`src/rtl/alu_mdu_pkg.sv`:
```
// Shared types for the EX-stage ALU / multiply-divide unit.
package alu_mdu_pkg;

    localparam int unsigned XlenDefault = 32;

    typedef enum logic [4:0] {
        AluAdd    = 5'd0,
        AluSub    = 5'd1,
        AluXor    = 5'd2,
        AluOr     = 5'd3,
        AluAnd    = 5'd4,
        AluSll    = 5'd5,
        AluSrl    = 5'd6,
        AluSra    = 5'd7,
        AluSlt    = 5'd8,
        AluSltu   = 5'd9,
        AluMul    = 5'd10,
        AluMulh   = 5'd11,
        AluMulhsu = 5'd12,
        AluMulhu  = 5'd13,
        AluDiv    = 5'd14,
        AluDivu   = 5'd15,
        AluRem    = 5'd16,
        AluRemu   = 5'd17
    } AluOp_e;

    typedef enum logic [1:0] {
        StIdle = 2'd0,
        StBusy = 2'd1,
        StDone = 2'd2
    } mdu_state_e;

    function automatic logic is_mdu_op(input AluOp_e op);
        return (op >= AluMul) && (op <= AluRemu);
    endfunction

    function automatic logic is_div_op(input AluOp_e op);
        return (op >= AluDiv) && (op <= AluRemu);
    endfunction

endpackage

```
`src/rtl/alu_mdu_iter.sv`:
```
// Iterative radix-2 multiply / restoring-divide datapath operating on magnitudes.
// o_hi/o_lo expose the result of the current step so the last step can be consumed directly.
module alu_mdu_iter #(
    parameter int unsigned XLEN = 32
) (
    input  logic            i_clk,
    input  logic            i_rst_n,
    input  logic            i_start,
    input  logic            i_abort,
    input  logic            i_is_div,
    input  logic [XLEN-1:0] i_mag_a,
    input  logic [XLEN-1:0] i_mag_b,
    output logic            o_last,
    output logic [XLEN-1:0] o_hi,
    output logic [XLEN-1:0] o_lo
);
    import alu_mdu_pkg::*;

    localparam int unsigned CW = $clog2(XLEN) + 1;

    logic [XLEN-1:0] hi_q, hi_d, lo_q, lo_d, b_q, b_d;
    logic            div_q, div_d, run_q, run_d;
    logic [CW-1:0]   cnt_q, cnt_d;

    logic [XLEN:0]   sum, tmp, diff;
    logic [XLEN-1:0] hi_step, lo_step;

    // hi holds the partial product / running remainder; lo the multiplier / quotient bits.
    always_comb begin
        sum  = {1'b0, hi_q} + {1'b0, b_q};
        tmp  = {hi_q, lo_q[XLEN-1]};
        diff = tmp - {1'b0, b_q};
        if (div_q) begin
            if (!diff[XLEN]) begin
                hi_step = diff[XLEN-1:0];
                lo_step = {lo_q[XLEN-2:0], 1'b1};
            end else begin
                hi_step = tmp[XLEN-1:0];
                lo_step = {lo_q[XLEN-2:0], 1'b0};
            end
        end else if (lo_q[0]) begin
            hi_step = sum[XLEN:1];
            lo_step = {sum[0], lo_q[XLEN-1:1]};
        end else begin
            hi_step = {1'b0, hi_q[XLEN-1:1]};
            lo_step = {hi_q[0], lo_q[XLEN-1:1]};
        end
    end

    always_comb begin
        hi_d  = hi_q;
        lo_d  = lo_q;
        b_d   = b_q;
        div_d = div_q;
        run_d = run_q;
        cnt_d = cnt_q;
        if (i_abort) begin
            run_d = 1'b0;
            cnt_d = '0;
        end else if (i_start) begin
            hi_d  = '0;
            lo_d  = i_mag_a;
            b_d   = i_mag_b;
            div_d = i_is_div;
            run_d = 1'b1;
            cnt_d = CW'(XLEN);
        end else if (run_q) begin
            hi_d  = hi_step;
            lo_d  = lo_step;
            cnt_d = cnt_q - CW'(1);
            if (cnt_q == CW'(1)) begin
                run_d = 1'b0;
            end
        end
    end

    always_ff @(posedge i_clk or negedge i_rst_n) begin
        if (!i_rst_n) begin
            hi_q  <= '0;
            lo_q  <= '0;
            b_q   <= '0;
            div_q <= 1'b0;
            run_q <= 1'b0;
            cnt_q <= '0;
        end else begin
            hi_q  <= hi_d;
            lo_q  <= lo_d;
            b_q   <= b_d;
            div_q <= div_d;
            run_q <= run_d;
            cnt_q <= cnt_d;
        end
    end

    assign o_last = run_q && (cnt_q == CW'(1));
    assign o_hi   = hi_step;
    assign o_lo   = lo_step;

endmodule

```
`src/rtl/alu_mdu.sv`:
```
// EX-stage execute unit: single-cycle RV32I ALU ops plus iterative RV32M multiply/divide,
// with request/result valid-ready handshakes and flush.
module alu_mdu
    import alu_mdu_pkg::*;
#(
    parameter int unsigned XLEN = XlenDefault
) (
    input  logic            i_clk,
    input  logic            i_rst_n,
    input  logic            i_flush,
    input  logic            i_valid,
    output logic            o_ready,
    input  AluOp_e          i_alu_op,
    input  logic [XLEN-1:0] i_operand_a,
    input  logic [XLEN-1:0] i_operand_b,
    output logic            o_valid,
    input  logic            i_ready,
    output logic [XLEN-1:0] o_alu_res
);

    localparam int unsigned SHW = $clog2(XLEN);
    localparam logic [XLEN-1:0] MinInt = {1'b1, {(XLEN-1){1'b0}}};

    mdu_state_e      state_q, state_d;
    AluOp_e          op_q, op_d;
    logic            neg_q, neg_d;
    logic [XLEN-1:0] res_q, res_d;

    logic            accept, iter_start, iter_last;
    logic [XLEN-1:0] iter_hi, iter_lo;
    logic [SHW-1:0]  shamt;
    logic [XLEN-1:0] base_res, spec_res, mdu_res;
    logic            a_signed, b_signed, a_neg, b_neg, special;
    logic [XLEN-1:0] mag_a, mag_b;
    logic [2*XLEN-1:0] prod_full, prod_fix;
    logic [XLEN-1:0] quot_fix, rem_fix;

    assign accept = i_valid && (state_q == StIdle) && !i_flush;
    assign shamt  = i_operand_b[SHW-1:0];

    always_comb begin
        base_res = '0;
        case (i_alu_op)
            AluAdd:  base_res = i_operand_a + i_operand_b;
            AluSub:  base_res = i_operand_a - i_operand_b;
            AluXor:  base_res = i_operand_a ^ i_operand_b;
            AluOr:   base_res = i_operand_a | i_operand_b;
            AluAnd:  base_res = i_operand_a & i_operand_b;
            AluSll:  base_res = i_operand_a << shamt;
            AluSrl:  base_res = i_operand_a >> shamt;
            AluSra:  base_res = $signed(i_operand_a) >>> shamt;
            AluSlt:  base_res = {{(XLEN-1){1'b0}}, $signed(i_operand_a) < $signed(i_operand_b)};
            AluSltu: base_res = {{(XLEN-1){1'b0}}, i_operand_a < i_operand_b};
            default: base_res = '0;
        endcase
    end

    // Operand signedness, magnitudes, and divide corner cases that bypass the iterator.
    always_comb begin
        a_signed = (i_alu_op == AluMul) || (i_alu_op == AluMulh) || (i_alu_op == AluMulhsu)
                || (i_alu_op == AluDiv) || (i_alu_op == AluRem);
        b_signed = (i_alu_op == AluMul) || (i_alu_op == AluMulh)
                || (i_alu_op == AluDiv) || (i_alu_op == AluRem);
        a_neg    = a_signed && i_operand_a[XLEN-1];
        b_neg    = b_signed && i_operand_b[XLEN-1];
        mag_a    = a_neg ? -i_operand_a : i_operand_a;
        mag_b    = b_neg ? -i_operand_b : i_operand_b;
        special  = 1'b0;
        spec_res = '0;
        if (is_div_op(i_alu_op) && (i_operand_b == '0)) begin
            special  = 1'b1;
            spec_res = ((i_alu_op == AluDiv) || (i_alu_op == AluDivu)) ? '1 : i_operand_a;
        end else if (((i_alu_op == AluDiv) || (i_alu_op == AluRem))
                     && (i_operand_a == MinInt) && (i_operand_b == '1)) begin
            special  = 1'b1;
            spec_res = (i_alu_op == AluDiv) ? MinInt : '0;
        end
    end

    // Sign correction applied to the final iterator step.
    always_comb begin
        prod_full = {iter_hi, iter_lo};
        prod_fix  = neg_q ? -prod_full : prod_full;
        quot_fix  = neg_q ? -iter_lo : iter_lo;
        rem_fix   = neg_q ? -iter_hi : iter_hi;
        case (op_q)
            AluMul:                      mdu_res = prod_fix[XLEN-1:0];
            AluMulh, AluMulhsu, AluMulhu: mdu_res = prod_fix[2*XLEN-1:XLEN];
            AluDiv, AluDivu:             mdu_res = quot_fix;
            AluRem, AluRemu:             mdu_res = rem_fix;
            default:                     mdu_res = '0;
        endcase
    end

    always_comb begin
        state_d    = state_q;
        op_d       = op_q;
        neg_d      = neg_q;
        res_d      = res_q;
        iter_start = 1'b0;
        unique case (state_q)
            StIdle: begin
                if (accept) begin
                    if (is_mdu_op(i_alu_op) && !special) begin
                        iter_start = 1'b1;
                        op_d       = i_alu_op;
                        neg_d      = (i_alu_op == AluRem) ? a_neg : (a_neg ^ b_neg);
                        state_d    = StBusy;
                    end else begin
                        res_d   = special ? spec_res : base_res;
                        state_d = StDone;
                    end
                end
            end
            StBusy: begin
                if (iter_last) begin
                    res_d   = mdu_res;
                    state_d = StDone;
                end
            end
            StDone: begin
                if (i_ready) begin
                    state_d = StIdle;
                end
            end
            default: state_d = StIdle;
        endcase
        if (i_flush) begin
            state_d    = StIdle;
            res_d      = res_q;
            iter_start = 1'b0;
        end
    end

    always_ff @(posedge i_clk or negedge i_rst_n) begin
        if (!i_rst_n) begin
            state_q <= StIdle;
            op_q    <= AluAdd;
            neg_q   <= 1'b0;
            res_q   <= '0;
        end else begin
            state_q <= state_d;
            op_q    <= op_d;
            neg_q   <= neg_d;
            res_q   <= res_d;
        end
    end

    alu_mdu_iter #(
        .XLEN(XLEN)
    ) u_iter (
        .i_clk   (i_clk),
        .i_rst_n (i_rst_n),
        .i_start (iter_start),
        .i_abort (i_flush),
        .i_is_div(is_div_op(i_alu_op)),
        .i_mag_a (mag_a),
        .i_mag_b (mag_b),
        .o_last  (iter_last),
        .o_hi    (iter_hi),
        .o_lo    (iter_lo)
    );

    assign o_ready   = (state_q == StIdle);
    assign o_valid   = (state_q == StDone);
    assign o_alu_res = res_q;

endmodule

```
`config.mk`:
```
export PLATFORM = sky130hd
export DESIGN_NAME = alu_mdu
export DESIGN_NICKNAME = d
export VERILOG_FILES = /design/src/rtl/alu_mdu_pkg.sv /design/src/rtl/alu_mdu_iter.sv /design/src/rtl/alu_mdu.sv
export SDC_FILE = /design/constraint.sdc
export NUM_CORES = 1
export LEC_CHECK = 0
export ABC_AREA = 0
export CELL_PAD_IN_SITES_DETAIL_PLACEMENT = 0
export CELL_PAD_IN_SITES_GLOBAL_PLACEMENT = 1
export CORE_MARGIN = 10
export CORE_UTILIZATION = 30
export CTS_CLUSTER_SIZE = 30
export DETAILED_ROUTE_END_ITERATION = 8
export GPL_TIMING_DRIVEN = 0
export PLACE_DENSITY = 0.65
export RECOVER_POWER = 100
export SYNTH_ARGS = -nofsm -noshare
export SYNTH_HDL_FRONTEND = slang
export SYNTH_SLANG_ARGS = --single-unit
export TNS_END_PERCENT = 100
```
`constraint.sdc`:
```
create_clock -name i_clk -period 5.75 [get_ports i_clk]
set_input_delay 1.15 -clock i_clk [delete_from_list [all_inputs] [get_ports i_clk]]
set_output_delay 1.15 -clock i_clk [all_outputs]
set_load 0.1 [all_outputs]
```
==> impl_metrics.py <==
metrics = {
    "floorplanning": {
        "start_util_pct": 30.2,
        "row_count": 103,
        "io_pins": 108,
        "die_w_um": 302,
        "die_y_um": 302,
        "dieArea_um2": 91100,
        "design.core.area_um2": 78900,
    },
    "sta": {
        "setup_tns_ns": -4.59,
        "skew_ns": 0.0163,
        "finalSetupViolCount": 76,
        "fin_ws_ns": -0.209,
        "holdWs_ns": 0.478,
        "tightest_slew_ns": 3.47,
        "fmax_mhz": 168,
        "rsz0062_at_grt": "yes",
        "period_minus_slack_ns": 5.96,
        "period_share_pct": 104,
        "hold_violations": 0,
        "slew_violations": 61,
        "relSlewSlack_pct": -131,
    },
    "worst_setup_path": {
        "required_ns": 6.14,
        "path_class": "input port to register",
        "crit_fanout": 10,
        "start_kind": "input port",
        "arrival_ns": 6.35,
        "end_kind": "register",
    },
    "job": {
        "max_cap_viol_count": 1,
    },
    "yosys": {
        "ys_seq_elements": 144,
        "yosys.cell_types.count": 102,
        "syn_area_per_cell_um2": 7.01,
        "synth_area_um2": 23800,
        "ys_warn_count": 0,
        "ys.flop_type": "dfrtp_1",
        "netlist_instances": 3396,
        "synth_edf_count": 0,
        "async_reset_ff_share_pct": 100,
        "yosysSeqAreaShare_pct": 15.1,
        "syn_nets": 3642,
    },
    "global_route": {
        "grt_pass1_vias": 27900,
        "grt_antenna_before_repair": 10,
        "gr-usage-met2_pct": 53.1,
        "grt_max_degree": 86,
        "use_met3_pct": 4.87,
        "met1_usage_pct": 40.0,
        "top_usage_layer": "met2",
        "gr-usage-all-layers_pct": 32.6,
        "grt_first_pass_wirelength_mm": 215,
        "grt.overflow.total": 0,
    },
    "routing": {
        "num_vias": 29200,
        "viasPerCell": 6.35,
        "drt_iter0_drc": 3642,
        "wirelength_mm": 155,
        "drcViolationCount": 0,
        "wire_per_inst_um": 33.6,
        "firstDrtPassIters": 6,
        "ant_nets": 0,
    },
    "placed_design": {
        "place_inst": 4551,
        "hpwlAfterDp_mm": 125,
        "portBuffers": 104,
        "gp_congestion": 1.05,
    },
    "clocking": {
        "insertion_delay_ns": 0.47,
        "postCtsHoldBufs": 0,
        "cts_buffers": 17,
        "clk_pin_slew_ns": 0.08,
        "clock_sinks": 144,
        "cts_tree": "done",
        "htreeDepth": 4,
        "clk_path_buf_depth": 2,
        "root_buffer": "clkbuf_16",
    },
    "finish": {
        "drive_gt1_share_pct": 8.62,
        "final_cells": 4606,
        "nets": 3781,
        "mostFrequentLayoutCells": "o21ai_0, nand2_1, nor2_1",
        "utilization_pct": 35.1,
        "area_growth_pct": 16.2,
        "layout_commonest_cell": "o21ai_0",
    },
    "pwr": {
        "power.density_nw_per_um2": 390,
        "p_leak_uw": 0.0110,
        "irDropWorstVdd_mv": 0.235,
    },
    "run_status": {
        "status": "finished, violations left",
        "violations": "max-capacitance violations, max-slew violations, negative setup slack",
    },
    "worst_hold_path": {
        "hold_class": "register to register",
    },
}
-- report_power, final --
| part | internal, µW | switching [µW] | total [µW] |
|---|---|---|---|
| registers | 1290 | 420 | 1710 |
| clock network | 621 | 564 | 1190 |
| logic | 2480 | 5430 | 7910 |
| total | 4390 | 6420 | 10800 |
-- worst paths after layout --
check / depth (start not counted) / end / slack [ns] / from
worst max register to register: 21 / o_alu_res[22] / 0.08 / u_iter.div_q
min in group asynchronous: 1 / u_iter.b_q[19] / 1.86 / i_rst_n
worst max-delay path: 15 / o_alu_res[31] / -0.21 / i_operand_a[20]
worst min-delay path: 2 / o_alu_res[8] / 0.48 / o_alu_res[8]
worst min register to register: 2 / o_alu_res[8] / 0.48 / o_alu_res[8]
max in group asynchronous: 2 / u_iter.hi_q[26] / 0.93 / i_rst_n
-- critical path: stages --
cell and delay [ns]:
clkdlybuf4s50_1 0.87, inv_1 0.67, nand4_1 0.65, nor4_1 0.52
nand2_1 0.16, nor3_2 0.39, a21oi_1 0.23, and2_1 0.25
o31ai_4 0.29, and2_1 0.18, buf_4 0.23, nand2_4 0.18
a21oi_4 0.29, a2111oi_2 0.06, a21oi_1 0.19
-- timing repair --
| item | in CTS | in global routing |
|---|---|---|
| hold endpoints to repair | 0 | 0 |
| buffers inserted | 16 | 8 |
| resized for setup | 145 | 116 |
| setup endpoints to repair | 144 | 82 |
| pin swaps | 10 | 10 |
-- synth_stat cells, types with 15 or more instances --
library cell | number | share of area (%)
nand3_1 | 67 | 1.4
a31oi_1 | 51 | 1.3
buf_2 | 19 | 0.40
nor3_1 | 72 | 1.5
a22o_1 | 30 | 1.1
xor2_1 | 34 | 1.3
o221ai_1 | 22 | 0.81
inv_1 | 166 | 2.6
nor4_1 | 22 | 0.58
a221o_1 | 26 | 1.1
or3_1 | 24 | 0.63
a21oi_1 | 286 | 6.0
a21o_1 | 46 | 1.4
o31ai_1 | 38 | 1.2
and2_1 | 20 | 0.53
a211oi_1 | 50 | 1.6
nand2_1 | 360 | 5.7
o22ai_1 | 32 | 0.84
buf_1 | 26 | 0.41
a221oi_1 | 19 | 0.70
a21boi_0 | 15 | 0.47
a2111oi_0 | 16 | 0.59
clkbuf_1 | 205 | 3.2
nor2b_1 | 25 | 0.66
o41ai_1 | 15 | 0.55
o21a_1 | 23 | 0.72
a211o_1 | 18 | 0.66
o21ai_0 | 385 | 8.1
and3_1 | 24 | 0.63
dfrtp_1 | 144 | 15
ha_1 | 168 | 8.8
a22oi_1 | 25 | 0.79
nand2b_1 | 33 | 0.87
nand4_1 | 40 | 1.1
o211ai_1 | 35 | 1.1
xnor2_1 | 127 | 4.7
o21bai_1 | 15 | 0.47
mux2i_1 | 112 | 4.7
mux4_2 | 25 | 2.4
nor2_1 | 329 | 5.2
-- metrics by stage --
step,instance area (µm²),power [µW],worst slack [ns]
2_1_floorplan,23800,6430,0.161
3_3_place_gp,26200,9100,-3.12
3_5_place_dp,26200,9060,-2.97
4_1_cts,27300,10400,0.00207
5_1_grt,27700,11300,-0.0128
6_report,27700,10800,-0.209
-- per-layer routing --
metal,vias to the layer above,routed length (µm)
li1,12800,-
met1,14300,60900
met2,1681,69600
met3,417,12300
met4,8,11700
met5,-,57
-- logic make-up (layout without fill, tap and decap cells) --
family | after synthesis | count (layout) | synth area share [%]
AOI/OAI and AO/OA | 1266 | 1266 | 34.2
adders and majority gates | 172 | 172 | 9.16
muxes | 148 | 148 | 7.59
other | 0 | 8 | 0
xor gates and xnor gates | 161 | 161 | 5.92
buffers and inverters | 423 | 575 | 6.85
and+or+nand+nor | 1082 | 1082 | 21.2
DFF | 144 | 144 | 15.1
-- sequential cells by signal, summed over array words and instances, names as in the netlist --
name / flops
neg_q: 1
o_alu_res: 32
op_q: 5
state_q: 2
u_iter.b_q: 32
u_iter.cnt_q: 6
u_iter.div_q: 1
u_iter.hi_q: 32
u_iter.lo_q: 32
u_iter.run_q: 1
-- layout make-up --
type                       instances  area [µm²]
antenna                            8        20.0
buffer                           245        1180
clock buffer                      18         439
clock inverter                    14         143
fill                            8773       51200
inverter                         169         653
multi-input combinational       2829       19100
sequential                       144        3610
tap                             1050        1310
timing repair buffer             129        1220
No activity file was read; power rests on OpenSTA's default activity.
